===== src/rtl/fetch_align_buffer_if.sv =====
`default_nettype none
// ============================================================================
//  Module      : fetch_align_buffer_if
//  Description : Bundles the redirect, memory-fetch and Decode-window signals
//                of the fetch align buffer. The master modport is the buffer
//                side; the slave modport is the surrounding core/memory side.
//  Revision    : 1.0 - initial release
// ============================================================================
interface fetch_align_buffer_if #(
  parameter int DEPTH_HW = 16
);
  localparam int CW = $clog2(DEPTH_HW) + 1;

  logic          redirect_valid;
  logic [31:0]   redirect_pc;
  logic          req_valid;
  logic [31:0]   req_addr;
  logic          req_ready;
  logic          resp_valid;
  logic [63:0]   resp_data;
  logic          out_valid;
  logic [63:0]   out_instr;
  logic [31:0]   out_pc;
  logic [2:0]    consume_hw;
  logic [CW-1:0] count_hw;

  modport master (
    input  redirect_valid, redirect_pc,
    output req_valid, req_addr,
    input  req_ready,
    input  resp_valid, resp_data,
    output out_valid, out_instr, out_pc,
    input  consume_hw,
    output count_hw
  );

  modport slave (
    output redirect_valid, redirect_pc,
    input  req_valid, req_addr,
    output req_ready,
    output resp_valid, resp_data,
    input  out_valid, out_instr, out_pc,
    output consume_hw,
    input  count_hw
  );
endinterface
`default_nettype wire


===== src/rtl/fetch_align_buffer.sv =====
`default_nettype none
// ============================================================================
//  Module      : fetch_align_buffer
//  Description : Halfword-granular instruction queue between the instruction
//                memory port and Decode. Issues 8-byte aligned fetches (one
//                outstanding at most), queues the returned halfwords, and
//                presents a 4-halfword window at the current PC at any
//                halfword alignment.
//  Revision    : 1.0 - initial release
// ============================================================================
module fetch_align_buffer #(
  parameter int          DEPTH_HW = 16,
  parameter logic [31:0] RESET_PC = 32'h0000_0000
) (
  input  wire logic             clk,
  input  wire logic             rst,
  fetch_align_buffer_if.master  bus
);

  localparam int          PW         = $clog2(DEPTH_HW);
  localparam int          CW         = PW + 1;
  localparam logic [63:0] C_NOP_PAIR = 64'h00000013_00000013;

  // Queue storage and bookkeeping
  logic [15:0]   r_q [DEPTH_HW];
  logic [PW-1:0] r_rd_ptr;
  logic [PW-1:0] r_wr_ptr;
  logic [CW-1:0] r_count;
  logic [31:0]   r_fetch_pc;
  logic [31:0]   r_out_pc;
  logic [1:0]    r_drop_hw;
  logic          r_outstanding;
  logic          r_kill;

  logic [CW-1:0] w_free;
  logic          w_req_valid;
  logic          w_req_fire;
  logic          w_resp_take;
  logic          w_push;
  logic [2:0]    w_push_n;
  logic          w_out_valid;
  logic          w_pop_legal;
  logic [2:0]    w_pop_n;
  logic [63:0]   w_window;

  // Request / push / pop qualification from registered state and inputs
  always_comb begin
    w_free      = CW'(DEPTH_HW) - r_count;
    // Reset keeps the request quiet even before state has been initialised.
    w_req_valid = !rst && !r_outstanding && (w_free >= CW'(4)) && !bus.redirect_valid;
    w_req_fire  = w_req_valid && bus.req_ready;
    w_resp_take = bus.resp_valid && r_outstanding;
    // Killed (stale) data and data arriving alongside a redirect are dropped.
    w_push      = w_resp_take && !r_kill && !bus.redirect_valid;
    w_push_n    = w_push ? (3'd4 - {1'b0, r_drop_hw}) : 3'd0;
    w_out_valid = (r_count >= CW'(4));
    // Illegal consume values pop nothing rather than corrupting the queue.
    w_pop_legal = w_out_valid && (bus.consume_hw != 3'd0) && (bus.consume_hw <= 3'd4);
    w_pop_n     = (w_pop_legal && !bus.redirect_valid) ? bus.consume_hw : 3'd0;
  end

  // Gather the four halfwords at the head; indices wrap so the window may straddle
  always_comb begin
    w_window = '0;
    for (int k = 0; k < 4; k++) begin
      w_window[16*k +: 16] = r_q[r_rd_ptr + PW'(k)];
    end
  end

  assign bus.req_valid = w_req_valid;
  assign bus.req_addr  = r_fetch_pc;
  assign bus.out_valid = w_out_valid;
  assign bus.out_instr = w_out_valid ? w_window : C_NOP_PAIR;
  assign bus.out_pc    = r_out_pc;
  assign bus.count_hw  = r_count;

  // Queue write: halfwords drop_hw..3 land contiguously starting at wr_ptr
  always_ff @(posedge clk) begin
    if (w_push) begin
      for (int k = 0; k < 4; k++) begin
        if (2'(k) >= r_drop_hw) begin
          r_q[r_wr_ptr + PW'(k) - PW'(r_drop_hw)] <= bus.resp_data[16*k +: 16];
        end
      end
    end
  end

  // Pointer, PC and fetch-protocol state; redirect overrides everything else
  always_ff @(posedge clk) begin
    if (rst) begin
      r_rd_ptr      <= '0;
      r_wr_ptr      <= '0;
      r_count       <= '0;
      r_fetch_pc    <= {RESET_PC[31:3], 3'b000};
      r_drop_hw     <= RESET_PC[2:1];
      r_out_pc      <= {RESET_PC[31:1], 1'b0};
      r_outstanding <= 1'b0;
      r_kill        <= 1'b0;
    end else if (bus.redirect_valid) begin
      r_rd_ptr   <= '0;
      r_wr_ptr   <= '0;
      r_count    <= '0;
      r_fetch_pc <= {bus.redirect_pc[31:3], 3'b000};
      r_drop_hw  <= bus.redirect_pc[2:1];
      r_out_pc   <= {bus.redirect_pc[31:1], 1'b0};
      if (r_outstanding) begin
        if (bus.resp_valid) begin
          // The in-flight response completes now and is simply discarded.
          r_outstanding <= 1'b0;
          r_kill        <= 1'b0;
        end else begin
          // Response still in flight: mark it stale (sticky across redirects).
          r_kill <= 1'b1;
        end
      end
    end else begin
      if (w_req_fire) begin
        r_outstanding <= 1'b1;
        r_fetch_pc    <= r_fetch_pc + 32'd8;
      end
      if (w_resp_take) begin
        r_outstanding <= 1'b0;
        if (r_kill) begin
          r_kill <= 1'b0;
        end else begin
          r_drop_hw <= 2'd0;
        end
      end
      r_wr_ptr <= r_wr_ptr + PW'(w_push_n);
      r_rd_ptr <= r_rd_ptr + PW'(w_pop_n);
      r_count  <= r_count + CW'(w_push_n) - CW'(w_pop_n);
      r_out_pc <= r_out_pc + {28'd0, w_pop_n, 1'b0};
    end
  end

  // Memory must never return data without a request in flight
  a_resp_needs_request : assert property (@(posedge clk) disable iff (rst)
    !(bus.resp_valid && !r_outstanding));

  // Decode may only consume 1..4 halfwords from a valid window
  a_consume_legal : assert property (@(posedge clk) disable iff (rst)
    (bus.consume_hw != 3'd0) |-> (w_out_valid && (bus.consume_hw <= 3'd4)));

endmodule
`default_nettype wire

===== src/flat_wrapper.sv =====
// flat-port wrapper written by rule: the top's interface ports become plain ports
module fetch_align_buffer_flat 
#(
  parameter int          DEPTH_HW = 16,
  parameter logic [31:0] RESET_PC = 32'h0000_0000
)
  (clk, rst, bus_redirect_valid, bus_redirect_pc, bus_req_valid, bus_req_addr, bus_req_ready, bus_resp_valid, bus_resp_data, bus_out_valid, bus_out_instr, bus_out_pc, bus_consume_hw, bus_count_hw);
  fetch_align_buffer_if #(.DEPTH_HW(DEPTH_HW)) bus_i ();
  input  wire logic clk;
  input  wire logic rst;
  input wire logic [$bits(bus_i.redirect_valid)-1:0] bus_redirect_valid;
  input wire logic [$bits(bus_i.redirect_pc)-1:0] bus_redirect_pc;
  output wire logic [$bits(bus_i.req_valid)-1:0] bus_req_valid;
  output wire logic [$bits(bus_i.req_addr)-1:0] bus_req_addr;
  input wire logic [$bits(bus_i.req_ready)-1:0] bus_req_ready;
  input wire logic [$bits(bus_i.resp_valid)-1:0] bus_resp_valid;
  input wire logic [$bits(bus_i.resp_data)-1:0] bus_resp_data;
  output wire logic [$bits(bus_i.out_valid)-1:0] bus_out_valid;
  output wire logic [$bits(bus_i.out_instr)-1:0] bus_out_instr;
  output wire logic [$bits(bus_i.out_pc)-1:0] bus_out_pc;
  input wire logic [$bits(bus_i.consume_hw)-1:0] bus_consume_hw;
  output wire logic [$bits(bus_i.count_hw)-1:0] bus_count_hw;
  assign bus_i.redirect_valid = bus_redirect_valid;
  assign bus_i.redirect_pc = bus_redirect_pc;
  assign bus_req_valid = bus_i.req_valid;
  assign bus_req_addr = bus_i.req_addr;
  assign bus_i.req_ready = bus_req_ready;
  assign bus_i.resp_valid = bus_resp_valid;
  assign bus_i.resp_data = bus_resp_data;
  assign bus_out_valid = bus_i.out_valid;
  assign bus_out_instr = bus_i.out_instr;
  assign bus_out_pc = bus_i.out_pc;
  assign bus_i.consume_hw = bus_consume_hw;
  assign bus_count_hw = bus_i.count_hw;
  fetch_align_buffer #(.DEPTH_HW(DEPTH_HW), .RESET_PC(RESET_PC)) u_core (.clk(clk), .rst(rst), .bus(bus_i));
endmodule

===== config.mk =====
export PLATFORM = sky130hd
export DESIGN_NAME = fetch_align_buffer_flat
export DESIGN_NICKNAME = d
export VERILOG_FILES = /design/src/rtl/fetch_align_buffer_if.sv /design/src/rtl/fetch_align_buffer.sv /design/src/flat_wrapper.sv
export SDC_FILE = /design/constraint.sdc
export NUM_CORES = 2
export LEC_CHECK = 0
export CAP_MARGIN = 20
export CORE_ASPECT_RATIO = 0.7
export CORE_MARGIN = 5
export CORE_UTILIZATION = 25
export CTS_BUF_LIST = sky130_fd_sc_hd__clkbuf_16
export CTS_CLUSTER_DIAMETER = 200
export DETAILED_ROUTE_END_ITERATION = 16
export PLACE_DENSITY_LB_ADDON = 0.3
export SYNTH_ARGS = -nofsm -noshare
export SYNTH_HDL_FRONTEND = slang
export SYNTH_SLANG_ARGS = --single-unit

===== constraint.sdc =====
create_clock -name clk -period 9.8 [get_ports clk]
set_input_delay 0.98 -clock clk [delete_from_list [all_inputs] [get_ports clk]]
set_output_delay 0.98 -clock clk [all_outputs]
set_load 0.05 [all_outputs]

Word level (Yosys, flattened, before mapping)
Memory sizes are Yosys's and may differ from the RTL's. A register that Yosys moved wholly into a read port is not among the register bits.
Cells that the tools add are included.

storage, ports and cells
  register bits = 81
  latch bits = 0
  RAM bits = 256
  bits in read-only memories = 0
  input port bits = 104
  output and inout bits = 135
  logic and storage cells = 89
  memories = 1

memory list
  memory      words  bits a word  rd ports  clocked after Yosys merged registers in  write ports  line                      source
  u_core.r_q  16     16           4         1                                        4            fetch_align_buffer.sv:25  logic [15:0] r_q [DEPTH_HW];

cells by class
  add/sub/neg operators = 18
  multipliers = 0
  div/mod/pow operators = 0
  order comparisons = 7
  eq/ne operators = 2
  shift operators = 0
  multiplexer cells = 30
  bitwise gates (word level) = 0
  reduce and logical (&&, ||, !) cells = 21

operators by type and width
  cell                   number
  $mux 32                3
  $mux 64                1
  $add 32x4->32          1
  $add 32x4->32 const B  1
  $mux 1                 20
  $add 4x2->4 const B    4
  $sub 4x2->4            4
  $ge 5x3->1 const B     2
  $logic_and 1x1->1      10
  $add 4x1->4 const B    2
  $add 4x3->4            2
  $mux 2                 3
  $mux 3                 2
  $reduce_bool 3->1      2
  $add 5x3->5            1
  $sub 5x3->5            1
  $sub 5x5->5 const A    1
  $ge 1x2->1 const A     2
  $ge 2x2->1 const A     2
  $logic_not 1->1        4
  $mux 4                 1
  $reduce_and 2->1       2
  $reduce_bool 2->1      2
  $le 3x3->1 const B     1
  other kinds (4)        4

Longest topological paths before layout
  depth in word-level cells = 8
  mapped depth = 16
  depth with buffers taken out = 13

Least setup slack after synthesis
Ideal clock, no wire load.

  path type = register to output
  from = register u_core.r_rd_ptr[1]
  to = output port bus_out_instr[48]
  arrival = 3984 ps
  data required time = 8820 ps
  path slack = 4836 ps
  cell stages (with the launch flop) = 12
  path through = dfxtp_1 > buf_2 > buf_2 > buf_1 > inv_1 > ha_1 > buf_2 > buf_2 > clkbuf_1 > mux4_2 > mux2i_1 > a211oi_1

on the way
  cells in the longest elaborated chain, start to end = 3

ends and longest elaborated chain
  what                    line                       source
  from (decl)             fetch_align_buffer.sv:26   logic [PW-1:0] r_rd_ptr;
  from (signal assigned)  fetch_align_buffer.sv:130  r_rd_ptr <= r_rd_ptr + PW'(w_pop_n);
  $add 4x2->4             fetch_align_buffer.sv:66   w_window[16*k +: 16] = r_q[r_rd_ptr + PW'(k)];
  $mem_v2 16x16           --
  $mux 64                 fetch_align_buffer.sv:73   assign bus.out_instr = w_out_valid ? w_window : C_NOP_PAIR;
  to (decl)               flat_wrapper.sv:19         output wire logic [$bits(bus_i.out_instr)-1:0] bus_out_instr;

No other way between the ends.

Final worst setup path
  from = register u_core.r_rd_ptr[0]
  to = output port bus_out_instr[16]

on the way
  cells in the longest elaborated chain, start to end = 3

ends and longest elaborated chain
  what           line
  $add 4x1->4    fetch_align_buffer.sv:66
  $mem_v2 16x16  --
  $mux 64        fetch_align_buffer.sv:73

No other way between the ends.

==> flow_metrics.py <==
metrics = {
    "power_and_ir_drop": {
        "switching_share_pct": 35.5,
        "clkPwrFrac_pct": 36.3,
        "combPwrFrac_pct": 27.9,
        "ir_drop_uv": 111,
        "p_per_area_mw_per_mm2": 125,
        "switching_power_mw": 1.57,
        "power_mw": 4.41,
        "internal_power_mw": 2.84,
        "cellLeakagePower_nw": 11.4,
        "seq_power_share_pct": 35.8,
    },
    "global_route": {
        "grt_pass1_vias": 25900,
        "antenna_found_initial": 42,
        "grt_usage_pct": 23.6,
        "grt_pass1_wl_mm": 216,
        "grt-ovfl-total": 0,
        "grt_max_degree": 129,
    },
    "logic_synthesis": {
        "synth_seq_cells": 333,
        "synthFlopType": "edfxtp_1",
        "async_reset_ff_share_pct": 0,
        "synth_most_common_cell": "nand2_1",
        "synth_top_area_share_pct": 25.3,
        "yosysSeqAreaShare_pct": 30.3,
        "synth_commonest_cells": "nand2_1, nor2_1, mux4_2",
        "synth_top_cell_by_area": "edfxtp_1",
        "synth.distinct_cells": 75,
        "netlist_instances": 3090,
        "syn-cell-area_mm2": 0.0304,
        "yosys_warnings": 0,
        "synth_area_leaders": "edfxtp_1, mux4_2, a211oi_1, o31ai_1, dfxtp_1",
        "synth_enable_flop_cells": 256,
        "synth.avg_cell_area_um2": 9.85,
    },
    "timing": {
        "setup_tns_ns": 0,
        "rsz0062_at_grt": "no",
        "setup_violations": 0,
        "worst_pin_slew_ns": 1.14,
        "finalHoldViolations": 0,
        "relSlewSlack_pct": 23.4,
        "period_minus_slack_ns": 6.54,
        "fmax_ghz": 0.153,
        "report.final.slew_viol_count": 0,
        "fin_skew_ns": 0.0247,
        "finalCritPeriodShare_pct": 66.7,
    },
    "clock_network": {
        "cts_root_buf": "clkbuf_16",
        "postCtsSetupBuffers": 0,
        "clk_latency_ns": 0.60,
        "cts_max_path_buffers": 3,
        "cts_made_buffers": 41,
        "clock_sinks": 333,
        "cts_resized": 0,
        "cts_tree": "yes",
        "cts.clk_slew.worst_paths_ns": 0.06,
        "htreeDepth": 2,
        "holdBufCountCts": 0,
    },
    "critical_path": {
        "cp_top_family": "buffers and inverters",
        "crit_cells": 7,
        "crit_path_top_delay_cell": "clkdlybuf4s50_1",
        "path_cells": "inv_1 > ha_4 > buf_4 > mux4_2 > mux2i_1 > a211oi_1 > clkdlybuf4s50_1",
        "critPathMaxFanout": 45,
        "required_ns": 8.82,
        "cp-start-kind": "register",
        "crit_type": "reg -> out",
        "r2r_cells": 12,
        "arrival_ns": 5.56,
        "cp-end-kind": "primary output",
        "slowest_delay_ns": 1.10,
        "rrSetupSlack_ns": 4.92,
        "crit_buf_inv": 3,
    },
    "routing": {
        "first_iter_violations": 5014,
        "via_per_inst": 6.16,
        "postRouteAntennaNets": 0,
        "routed_wl_mm": 157,
        "drcViolationCount": 0,
        "vias": 29200,
        "post_drt_wl_per_cell_um": 33.2,
        "drtPass1Iterations": 7,
    },
    "placed_design": {
        "place_area_mm2": 0.0339,
        "portBuffers": 233,
        "place.gp.congestion": 0.967,
        "dp_hpwl_mm": 106,
        "placed_cells": 4657,
    },
    "die": {
        "die_area_mm2": 0.129,
        "fp.dieH_um": 302,
        "start_util_pct": 25.1,
        "rows": 107,
        "core_mm2": 0.121,
        "boundaryPins": 239,
        "die_x_um": 427,
    },
    "min_path": {
        "hold_class": "reg -> reg",
        "whs_path_depth": 2,
    },
    "status": {
        "outcome": "complete, no violations",
    },
    "finish": {
        "final_core_util_pct": 29.1,
        "fin_area_mm2": 0.0353,
        "n_fill_cell": 12500,
        "layout.cells.non_filler": 4748,
        "syn2layout_area_growth_pct": 15.9,
        "final_nets": 3212,
        "drive_gt1_share_pct": 18.2,
    },
    "flow_run": {
        "drv_cap": 0,
    },
}
flip-flops by register name, indices dropped and copies added, names as in the netlist:
name and count:
u_core.r_wr_ptr 4, u_core.bus.count_hw 5, u_core.r_kill 1, u_core.bus.req_addr 29, u_core.bus.out_pc 31, u_core.r_q 256
u_core.r_outstanding 1, u_core.r_drop_hw 2, u_core.r_rd_ptr 4
routing by layer:
| metal | vias to the layer above | track usage (%) | share of wire [%] | wire, um |
|---|---|---|---|---|
| li1 | 11900 | - | - | - |
| met1 | 14500 | 32.5 | 41 | 63800 |
| met2 | 2407 | 31.9 | 40 | 63300 |
| met3 | 415 | 10.2 | 15 | 23300 |
| met4 | 18 | 9.69 | 4.4 | 6860 |
| met5 | - | 0.296 | 0.11 | 167 |
final timing paths:
| check | start | to |
|---|---|---|
| worst min-delay path | u_core.r_drop_hw[0] | u_core.r_drop_hw[0] |
| worst max-delay path | u_core.r_rd_ptr[0] | bus_out_instr[16] |
| worst min register to register | u_core.r_drop_hw[0] | u_core.r_drop_hw[0] |
| worst max register to register | u_core.r_drop_hw[1] | u_core.r_q[2][11] |
cells by family (layout without fill, tap and decap cells):
kind of cell / after synthesis / after routing / synth area share [%]
XOR/XNOR: 57 / 57 / 1.74
flip-flops: 333 / 333 / 30.3
multiplexers: 322 / 322 / 22.4
AND/OR/NAND/NOR: 1111 / 1111 / 18.1
AO/OA/AOI/OAI: 779 / 779 / 18.7
adder cells (fa/ha/maj): 41 / 41 / 1.93
buffers and inverters: 446 / 449 / 6.78
other: 1 / 21 / 0.0123
area by class of cell:
cell class,count,area [um2],area share [%]
Antenna cell,17,42.5,0.121
Timing Repair Buffer,328,3090,8.75
Tap cell,1635,2050,5.80
Clock inverter,30,305,0.865
Clock buffer,42,1050,2.98
Inverter,49,184,0.521
Multi-Input combinational cell,2314,19300,54.8
Sequential cell,333,9240,26.2
metrics by stage:
| stage | setup WS [ns] | hold WS [ns] |
|---|---|---|
| finish | 3.26 | 0.538 |
| global route | 3.05 | 0.564 |
| CTS | 3.26 | 0.544 |
| detailed placement | 3.89 | 0.532 |
| global placement | 3.95 | 0.517 |
| floorplan | 4.84 | 0.486 |
power groups by stage:
stage	Clock [mW]	Sequential, mW	Combinational [mW]
final	1.60	1.58	1.23
after detailed placement	0	1.61	1.22
after CTS	1.61	1.58	1.23
after global routing	1.67	1.58	1.28
after floorplan	0	1.66	0.694
after global placement	0	1.61	1.22
cell usage in the layout, fill, tap and decap left out, types with 17 or more instances in the layout:
| cell type | count |
|---|---|
| nand2_1 | 335 |
| nor2_1 | 310 |
| mux4_2 | 288 |
| edfxtp_1 | 256 |
| a211oi_1 | 255 |
| o31ai_1 | 234 |
| clkdlybuf4s50_1 | 231 |
| and3_1 | 200 |
| a21oi_1 | 99 |
| buf_4 | 92 |
| dfxtp_1 | 73 |
| o22ai_1 | 66 |
| inv_1 | 51 |
| clkbuf_16 | 42 |
| and2_1 | 37 |
| nor2b_1 | 35 |
| mux2i_1 | 33 |
| nand4_1 | 33 |
| xnor2_1 | 33 |
| ha_1 | 30 |
| o31ai_2 | 23 |
| o211ai_1 | 23 |
| nand3_1 | 21 |
| a21boi_0 | 19 |
| diode_2 | 17 |
| xor2_1 | 17 |
| nor2_2 | 17 |
worst min-delay path, cell delays in order (launching register included):
cell     delay, ns
dfxtp_1       0.36
nand2_1       0.07
a21oi_1       0.06
Note: power is estimated with default switching activity, not from simulation.
